$ cat src/rtl/ttseq_pkg.sv
// ttseq_pkg: shared state encoding and limits for the truth-table sequencer
package ttseq_pkg;
  typedef enum logic [1:0] {IDLE, APPLY, CHECK, DONE} state_t;
  localparam int MAX_INPUTS = 4;
  localparam int MAX_SETTLE = 15;
endpackage

$ cat src/rtl/ttseq_settle_cnt.sv
// ttseq_settle_cnt: loadable down-counter; expire is high on the last enabled cycle of a SETTLE-cycle hold
module ttseq_settle_cnt
  import ttseq_pkg::*;
#(
  parameter int SETTLE = 1
) (
  input  logic clk,
  input  logic rst,
  input  logic load,
  input  logic en,
  output logic expire
);
  localparam int W = $clog2(MAX_SETTLE + 1);
  localparam logic [W-1:0] INIT = W'(SETTLE - 1);
  logic [W-1:0] cnt;
  assign expire = en && cnt == '0;
  always_ff @(posedge clk) begin
    if (rst) cnt <= '0;
    else if (load) cnt <= INIT;
    else if (en && cnt != '0) cnt <= cnt - 1'b1;
  end
endmodule

$ cat src/rtl/truth_table_sequencer.sv
// truth_table_sequencer: sweeps all input vectors of a small gate and checks it against EXPECT.
// Define TTSEQ_FIRST_FAIL_EN to add first_fail / first_fail_vld capture of the first mismatching vector.
module truth_table_sequencer
  import ttseq_pkg::*;
#(
  parameter int N_INPUTS = 2,
  parameter logic [2**N_INPUTS-1:0] EXPECT = 4'b1000,
  parameter int SETTLE = 1
) (
  input  logic                clk,
  input  logic                rst,
  input  logic                start,
  output logic [N_INPUTS-1:0] vec,
  input  logic                dut_o,
  output logic                busy,
  output logic                done,
  output logic                pass,
  output logic [N_INPUTS:0]   err_count
`ifdef TTSEQ_FIRST_FAIL_EN
  ,
  output logic [N_INPUTS-1:0] first_fail,
  output logic                first_fail_vld
`endif
);
  localparam logic [N_INPUTS-1:0] LAST = N_INPUTS'(2**N_INPUTS - 1);
  localparam logic [N_INPUTS:0] SAT = (N_INPUTS+1)'(2**N_INPUTS);
  state_t state, state_n;
  logic [N_INPUTS-1:0] vec_n;
  logic [N_INPUTS:0] err_n;
  logic busy_n, done_n, pass_n, load, expire, miss;
  assign miss = dut_o != EXPECT[vec];
`ifdef TTSEQ_FIRST_FAIL_EN
  logic [N_INPUTS-1:0] first_fail_n;
  logic first_fail_vld_n;
`endif
  ttseq_settle_cnt #(.SETTLE(SETTLE)) u_settle (
    .clk(clk),
    .rst(rst),
    .load(load),
    .en(state == APPLY),
    .expire(expire)
  );
  always_comb begin
    state_n = state;
    vec_n = vec;
    err_n = err_count;
    busy_n = busy;
    done_n = done;
    pass_n = pass;
    load = 1'b0;
`ifdef TTSEQ_FIRST_FAIL_EN
    first_fail_n = first_fail;
    first_fail_vld_n = first_fail_vld;
`endif
    case (state)
      IDLE, DONE: if (start) begin
        state_n = APPLY;
        vec_n = '0;
        err_n = '0;
        busy_n = 1'b1;
        done_n = 1'b0;
        pass_n = 1'b0;
        load = 1'b1;
`ifdef TTSEQ_FIRST_FAIL_EN
        first_fail_n = '0;
        first_fail_vld_n = 1'b0;
`endif
      end
      APPLY: state_n = expire ? CHECK : APPLY;
      CHECK: begin
        err_n = (miss && err_count != SAT) ? err_count + 1'b1 : err_count;
`ifdef TTSEQ_FIRST_FAIL_EN
        if (miss && !first_fail_vld) begin
          first_fail_n = vec;
          first_fail_vld_n = 1'b1;
        end
`endif
        if (vec == LAST) begin
          state_n = DONE;
          busy_n = 1'b0;
          done_n = 1'b1;
          pass_n = err_n == '0;
        end else begin
          state_n = APPLY;
          vec_n = vec + 1'b1;
          load = 1'b1;
        end
      end
      default: state_n = IDLE;
    endcase
  end
  always_ff @(posedge clk) begin
    if (rst) begin
      state <= IDLE;
      vec <= '0;
      err_count <= '0;
      busy <= 1'b0;
      done <= 1'b0;
      pass <= 1'b0;
`ifdef TTSEQ_FIRST_FAIL_EN
      first_fail <= '0;
      first_fail_vld <= 1'b0;
`endif
    end else begin
      state <= state_n;
      vec <= vec_n;
      err_count <= err_n;
      busy <= busy_n;
      done <= done_n;
      pass <= pass_n;
`ifdef TTSEQ_FIRST_FAIL_EN
      first_fail <= first_fail_n;
      first_fail_vld <= first_fail_vld_n;
`endif
    end
  end
endmodule

$ cat config.mk
export PLATFORM = sky130hd
export DESIGN_NAME = truth_table_sequencer
export DESIGN_NICKNAME = d
export VERILOG_FILES = /design/src/rtl/ttseq_pkg.sv /design/src/rtl/ttseq_settle_cnt.sv /design/src/rtl/truth_table_sequencer.sv
export SDC_FILE = /design/constraint.sdc
export NUM_CORES = 1
export LEC_CHECK = 0
export BUFFER_PORTS_ARGS = -buffer_cell sky130_fd_sc_hd__buf_2
export CORE_MARGIN = 2
export CORE_UTILIZATION = 54
export DETAILED_ROUTE_END_ITERATION = 16
export GPL_ROUTABILITY_DRIVEN = 0
export GPL_TIMING_DRIVEN = 0
export PLACE_DENSITY = 0.85
export SYNTH_ARGS = -nofsm -noshare
export SYNTH_HDL_FRONTEND = slang
export SYNTH_SLANG_ARGS = --single-unit
$ cat constraint.sdc
create_clock -name clk -period 2.3 [get_ports clk]
set_input_delay 0.345 -clock clk [delete_from_list [all_inputs] [get_ports clk]]
set_output_delay 0.345 -clock clk [all_outputs]
set_load 0.02 [all_outputs]
Word level (Yosys, flattened, before mapping)
Cells that the tools add are included.

Flip-flop bits (word level): 14. Bits of input ports: 4. Output and inout port bits: 8. Logic and storage cells: 56.

$add $sub $neg: 3. $lt $le $gt $ge: 1. Equality and inequality tests: 9. Multiplexer cells: 23. Reduce and logical (&&, ||, !) cells: 13.

Operator list (count): $mux 2 (5); $mux 1 (8); $pmux 1 s2 (4); $eq 2x2->1 const B (3); $mux 3 (2); $ne 2x2->1 const B (3); $pmux 2 s3 (1); $pmux 3 s2 (1); $reduce_and 3->1 (2); $logic_not 4->1 (1); $pmux 2 s2 (1); $reduce_bool 4->1 (1); $reduce_or 2->1 (2); $sub 4x1->4 const B (1); $add 3x1->3 const B (1); $logic_and 1x1->1 (3); $logic_not 3->1 (1); $lt 2x3->1 const B (1); $ne 3x3->1 const B (1); $add 2x1->2 const B (1); $bmux 1 s2 (1); $eq 2x1->1 const B (1); $logic_not 2->1 (1); $reduce_and 2->1 (1); other kinds (2) (2).

Logic depth before layout (Yosys ltp)
Gate-level depths: netlist of run 1.

Depth in word-level cells: 8. Gate-level depth with buffers: 7. Mapped depth without buffers: 6.

Modules after synthesis
A second synthesis of run 1 with hierarchy kept.

Cells, all modules: 100. Area, all modules: 859.6 um2.

Modules (own cells, without submodules): truth_table_sequencer (times used 1, cells an instance 77, area each 649.4 um2, seq. area each 200.2 um2); ttseq_settle_cnt (times used 1, cells an instance 23, area each 210.2 um2, seq. area each 80.1 um2).

Worst setup path after synthesis of run 1
OpenSTA, ideal clock, no wires.

Kind: reg-to-reg. Start: register state[0]. End: register err_count[0]. Setup time: 121 ps. Arrival time: 1599 ps. Data required time: 2179 ps. Slack: 580 ps. Stages on the path, launching flop included: 8. Period minus slack after synthesis: 1720 ps. Cells stage by stage: dfxtp_1 inv_1 ha_1 clkbuf_1 nand2b_1 o21ai_0 o21ba_1 mux2_2.

Word-level cells in the longest chain between the ends: 4. Elaborated cells between the ends (all ways): 8. Classes of those cells: eq/ne: 3; mux: 1; reduce/logical: 4.

Ends and longest elaborated chain: from (decl) (RTL line truth_table_sequencer.sv:27) `state_t state, state_n;`; from (signal assigned) (RTL line truth_table_sequencer.sv:105) `state <= state_n;`; $eq 2x2->1 or $logic_not 2->1 (tied branches) (RTL line truth_table_sequencer.sv:55) `case (state)`; $reduce_or 2->1 (RTL line truth_table_sequencer.sv:55); $ne 2x2->1 (no line) or $reduce_bool 2->1 (tied branches); $reduce_and 2->1 (no line); to (signal assigned) (RTL line truth_table_sequencer.sv:107) `err_count <= err_n;`; to (decl) (RTL line truth_table_sequencer.sv:18) `output logic [N_INPUTS:0] err_count`.

Several ways; a longest one is shown, not always the timed one. A chain may end at the register's enable or synchronous reset.

Worst setup path after layout of run 1
Ends and elaborated chain as after synthesis.

==> results of run 1 <==
==> layout make-up <==
type	instances	area share, %
Timing Repair Buffer	11	6.02
Inverter	8	3.28
Tap cell	15	2.05
Buffer	4	1.64
Clock buffer	4	3.97
Multi-Input combinational cell	69	52.4
Sequential cell	14	30.6
==> per-layer routing <==
layer  track usage (%)  routed length [um]  up-vias
met2              27.4                 619       11
met3              6.47                  60        5
met1              23.3                 749      313
li1                  -                   -      357
met5                 0                   0        -
met4              11.3                  40        0
==> through the flow <==
step | cells | instance area [sq um]
CTS | 125 | 915
finish | 125 | 915
floorplan | 95 | 805
detailed placement | 121 | 878
global route | 125 | 915
global placement | 121 | 878
==> registers in the layout (all words and copies together) (netlist names) <==
signal,flops
busy,1
vec,2
err_count,3
state,2
u_settle.cnt,4
done,1
pass,1
==> synthesized netlist by cell type (all sizes together), types with 2 or more instances <==
cell,count
inv,8
ha,7
nor3,3
o21ai,2
xor2,3
dfxtp,14
nand3,2
a21oi,9
nand2,9
nor2,10
clkbuf,4
==> logic make-up (layout without fill, tap and decap cells) <==
kind of cell,count (synthesis),after routing
multiplexers,2,2
XOR/XNOR,4,4
adder cells (fa/ha/maj),7,7
AND/OR/NAND/NOR,34,34
buffers and inverters,12,27
AO/OA/AOI/OAI,22,22
flip-flops,14,14
==> power by group through the flow <==
stage	clock, W	combinational, W	sequential [W]
after global placement	0	0.000141	0.000270
after global routing	0.000195	0.000166	0.000267
after detailed placement	0	0.000146	0.000271
after CTS	0.000186	0.000146	0.000265
final	0.000181	0.000146	0.000265
after floorplan	0	0.000109	0.000274
==> worst max-delay path, delay by kind of cell, from the launching register on <==
| family | cells | cell delay (ns) |
|---|---|---|
| buffers and inverters | 2 | 0.25 |
| multiplexers | 1 | 0.26 |
| flip-flops | 1 | 0.39 |
| adder cells (fa/ha/maj) | 1 | 0.28 |
| AND/OR/NAND/NOR | 1 | 0.24 |
| AO/OA/AOI/OAI | 2 | 0.44 |
==> final timing paths <==
path,from,to,slack [ns],cells after the start
max,state[0]$_SDFFE_PP0P_,err_count[0]$_SDFFE_PP0P_,0.35,7
min,start,state[0]$_SDFFE_PP0P_,0.40,3
max reg2reg,state[0]$_SDFFE_PP0P_,err_count[0]$_SDFFE_PP0P_,0.35,7
min reg2reg,pass$_SDFFE_PP0P_,pass$_SDFFE_PP0P_,0.49,2
==> metrics.yaml, run 1 <==
synthMuxAreaShare_pct: 2.64
p_int_w: 0.000406
synth_ff_type: "dfxtp_1"
tightest_slew_ns: 0.458
fin_crit_sh_pct: 84.6
insertion_delay_ns: 0.29
antenna_found_initial: 0
total_power_w: 0.000593
synth_edf_count: 0
routed_wl_um: 1470
grtUsageTotal_pct: 18.7
worst_path_max_delay_cell: "dfxtp_1"
rows: 13
synthAdderAreaFrac_pct: 10.9
critPathKind: "reg2reg"
grt_pass1_vias: 582
ff_latch_area_sq_um: 280
seq_area_frac_synth_pct: 34.8
htree_levels: 1
pin_count: 12
sw_frac_of_total_pct: 31.5
syn-instance-count: 95
hold_class: "in2reg"
setup_viol: 0
cts-root-buf: "clkbuf_4"
p_per_area_nw_per_um2: 648
timing.fmax_ghz: 0.514
cts_max_path_buffers: 2
cap_violations: 0
fin_skew_ns: 0.00699
cpPeakStageDelay_ns: 0.39
preCtsSetupSlack_ns: 0.382
period_minus_slack_ns: 1.95
combPwrFrac_pct: 24.6
peakVddDrop_mv: 0.426
crit_required_ns: 2.49
outcome: "complete, no violations"
cts_hold_buf: 0
wire_per_inst_um: 11.8
cts_tree: "yes"
via_count: 686
drive_gt1_share_pct: 17.3
hold_slack_ns: 0.405
start_kind: "flop"
yosysTopAreaCell: "dfxtp_1"
diodes: 0
synth_area_leaders: "dfxtp_1, ha_1, nor2_1"
crit_path_cell_trace: "inv_1 > ha_1 > clkbuf_1 > nand2b_1 > o21ai_0 > o21ba_1 > mux2_2"
grt_pass1_wl_um: 2440
tns_ns: 0
clock_sinks: 14
seqPwrFrac_pct: 44.8
synth_fp_nets: 106
cts_buffers: 3
io_buffer_count: 11
synth_area_sq_um: 805
post_cts_resized: 0
cp_max_fo: 9
dp_hpwl_um: 1110
ant_nets: 0
dieHeight_um: 42.6
nFillCells: 111
yosys.area_share.simple_pct: 21.5
grt_overflow: 0
path_clk_slew_ns: 0.09
core_area_sq_um: 1350
synth.top_cell.area_share_pct: 34.8
mostFrequentLayoutCells: "dfxtp_1, buf_2, nor2_1, nand2_1, inv_1"
layout_commonest_cell: "dfxtp_1"
drt_first_iter_violations: 8
p_clk_share_pct: 30.6
cp.arrival_ns: 2.13
multi_input_area_sq_um: 479
syn_to_final_growth_pct: 13.7
rsz0062_at_grt: "no"
synth_compound_area_share_pct: 19.3
synth_top_family_by_area: "simple AND/OR/NAND/NOR gates"
die_w_um: 42.6
maxSlewViolCount: 0
utilization_pct: 67.7
async_reset_ff_share_pct: 0
synthXorXnorAreaFrac_pct: 5.29
hold_violations: 0
p_sw_w: 0.000187
synth_cell_types: 37
drc_errors: 0
avgSynthCellArea_sq_um: 8.47
initial_utilization_pct: 59.6
slew_headroom_pct: 69.5
viasPerCell: 5.49
cp-end-kind: "flop"
dieArea_sq_um: 1810
ys_ff_latch: 14
postCtsSetupRepairBufs: 0
ys_warn_count: 0
drtPass1Iterations: 4
cellLeakagePower_nw: 0.395
setup_slack_ns: 0.354
grt_max_degree: 11
nNetsFinal: 122
Power figures use the tool's default switching activity.
==> inputs of run 2 (changes only) <==
CORE_UTILIZATION = 48   (was 54)
PLACE_DENSITY = 0.81   (was 0.85)
clock period = 1.67 ns   (was 2.3 ns; I/O delays follow)
==> run 2 against run 1 <==
Net effect:
- combinational power rose by 54%
- clock skew fell by 0.0057 ns
- non-clock buffer count fell by 3
- cell count fell by 1.6%
- clock power rose by 36%
- fmax rose by 23%
- die area rose by 11%
- worst hold slack got worse by 0.095 ns
- sequential power rose by 38%
- global-route usage fell by 1.5 points
- critical path type unchanged
- largest cell class unchanged
- highest routed layer unchanged
==> metrics.yaml, run 2 (same netlist as run 1, synthesis figures left out) <==
p_per_area_nw_per_um2: 888
nFillCells: 147
cp-end-kind: "flop"
outcome: "complete, no violations"
cts_max_path_buffers: 2
cts-root-buf: "clkbuf_4"
core_area_sq_um: 1540
mostFrequentLayoutCells: "dfxtp_1, buf_2, nor2_1, nand2_1, inv_1"
worst_path_max_delay_cell: "dfxtp_2"
cap_violations: 0
die_w_um: 44.9
utilization_pct: 61.3
tightest_slew_ns: 0.433
nNetsFinal: 119
reg.largest.list: "u_settle.cnt (4), err_count (3)"
routed_wl_um: 1490
postCtsSetupRepairBufs: 0
fin_crit_sh_pct: 94.7
dieArea_sq_um: 2020
grt_max_degree: 11
cp.arrival_ns: 1.76
maxSlewViolCount: 0
crit_required_ns: 1.84
hold_class: "in2reg"
grt_pass1_wl_um: 2580
cellLeakagePower_nw: 0.396
via_count: 682
insertion_delay_ns: 0.28
antenna_found_initial: 0
fin_cells: 123
cts_tree: "yes"
viasPerCell: 5.54
ff_latch_area_sq_um: 282
slew_headroom_pct: 71.1
rows: 14
ant_nets: 0
rsz0062_at_grt: "no"
hold_violations: 0
clock_sinks: 14
crit_path_cell_trace: "inv_1 > ha_2 > nand2b_4 > o21ai_1 > o21ba_1 > mux2_2"
drc_errors: 0
start_kind: "flop"
diodes: 0
dieHeight_um: 44.9
timing.fmax_ghz: 0.632
drive_gt1_share_pct: 22.4
htree_levels: 1
multi_input_area_sq_um: 518
grtUsageTotal_pct: 17.2
total_power_w: 0.000839
peakVddDrop_mv: 0.632
fin_skew_ns: 0.00132
cp_num_buf_inv: 1
layout_commonest_cell: "dfxtp_1"
drtPass1Iterations: 4
wire_per_inst_um: 12.1
dp.cells: 122
largest_reg_flops: 4
cpPeakStageDelay_ns: 0.36
critPathKind: "reg2reg"
initial_utilization_pct: 52.2
dp_hpwl_um: 1040
io_buffer_count: 11
syn_to_final_growth_pct: 17.4
regMostFlops: "u_settle.cnt"
grt_overflow: 0
critical_path.top_delay_family: "flip-flops"
cts_hold_buf: 0
pin_count: 12
path_clk_slew_ns: 0.09
setup_viol: 0
grt_pass1_vias: 645
cp_max_fo: 9
period_minus_slack_ns: 1.58
drt_first_iter_violations: 13
hold_slack_ns: 0.310
cts_buffers: 3
[run 2: path summary, 6_finish.rpt]
path,depth (start not counted),start,slack [ns],end
worst max-delay path,6,state[0]$_SDFFE_PP0P_,0.09,err_count[0]$_SDFFE_PP0P_
worst min-delay path,3,start,0.31,state[0]$_SDFFE_PP0P_
worst max register to register,6,state[0]$_SDFFE_PP0P_,0.09,err_count[0]$_SDFFE_PP0P_
worst min register to register,2,pass$_SDFFE_PP0P_,0.51,pass$_SDFFE_PP0P_
[run 2: layout make-up]
type | count | share of cell area (%)
clock buffer | 4 | 3.84
timing repair buffer | 11 | 5.83
multi-input combinational | 69 | 54.8
sequential | 14 | 29.8
buffer | 1 | 0.397
inverter | 8 | 3.18
tap | 16 | 2.12
[run 2: per-stage QoR]
step           cell area (sq um)  setup TNS (ns)  setup slack, ns
2_1_floorplan                808               0           0.0127
3_3_place_gp                 883          -0.185           -0.131
3_5_place_dp                 883          -0.239           -0.156
4_1_cts                      926               0         0.000194
5_1_grt                      945               0          0.00401
6_report                     945               0           0.0885
[run 2: repair_timing]
| action | in CTS | in global routing |
|---|---|---|
| gates cloned | 0 | 0 |
| setup endpoints to repair | 3 | 9 |
| gates resized for setup | 3 | 4 |
| pin swaps | 0 | 1 |
[run 2: per-layer routing]
layer,track usage [%],vias to the layer above,share of wire (%)
met5,0,-,0
met4,7.06,0,0.87
met3,2.40,2,2.7
met2,27.7,10,47
met1,23.1,310,49
li1,-,360,-
[run 2: worst reg2reg max path, stage by stage (launching register included)]
cell	delay, ns
dfxtp_2	0.36
inv_1	0.05
ha_2	0.35
nand2b_4	0.13
o21ai_1	0.12
o21ba_1	0.21
mux2_2	0.25
[run 2: power breakdown]
group | total [W] | switching (W) | internal [W] | leakage [nW]
registers | 0.000367 | 0.0000156 | 0.000352 | 0.114
logic | 0.000225 | 0.000134 | 0.0000911 | 0.261
clock network | 0.000247 | 0.000114 | 0.000132 | 0.0210
total | 0.000839 | 0.000264 | 0.000575 | 0.396
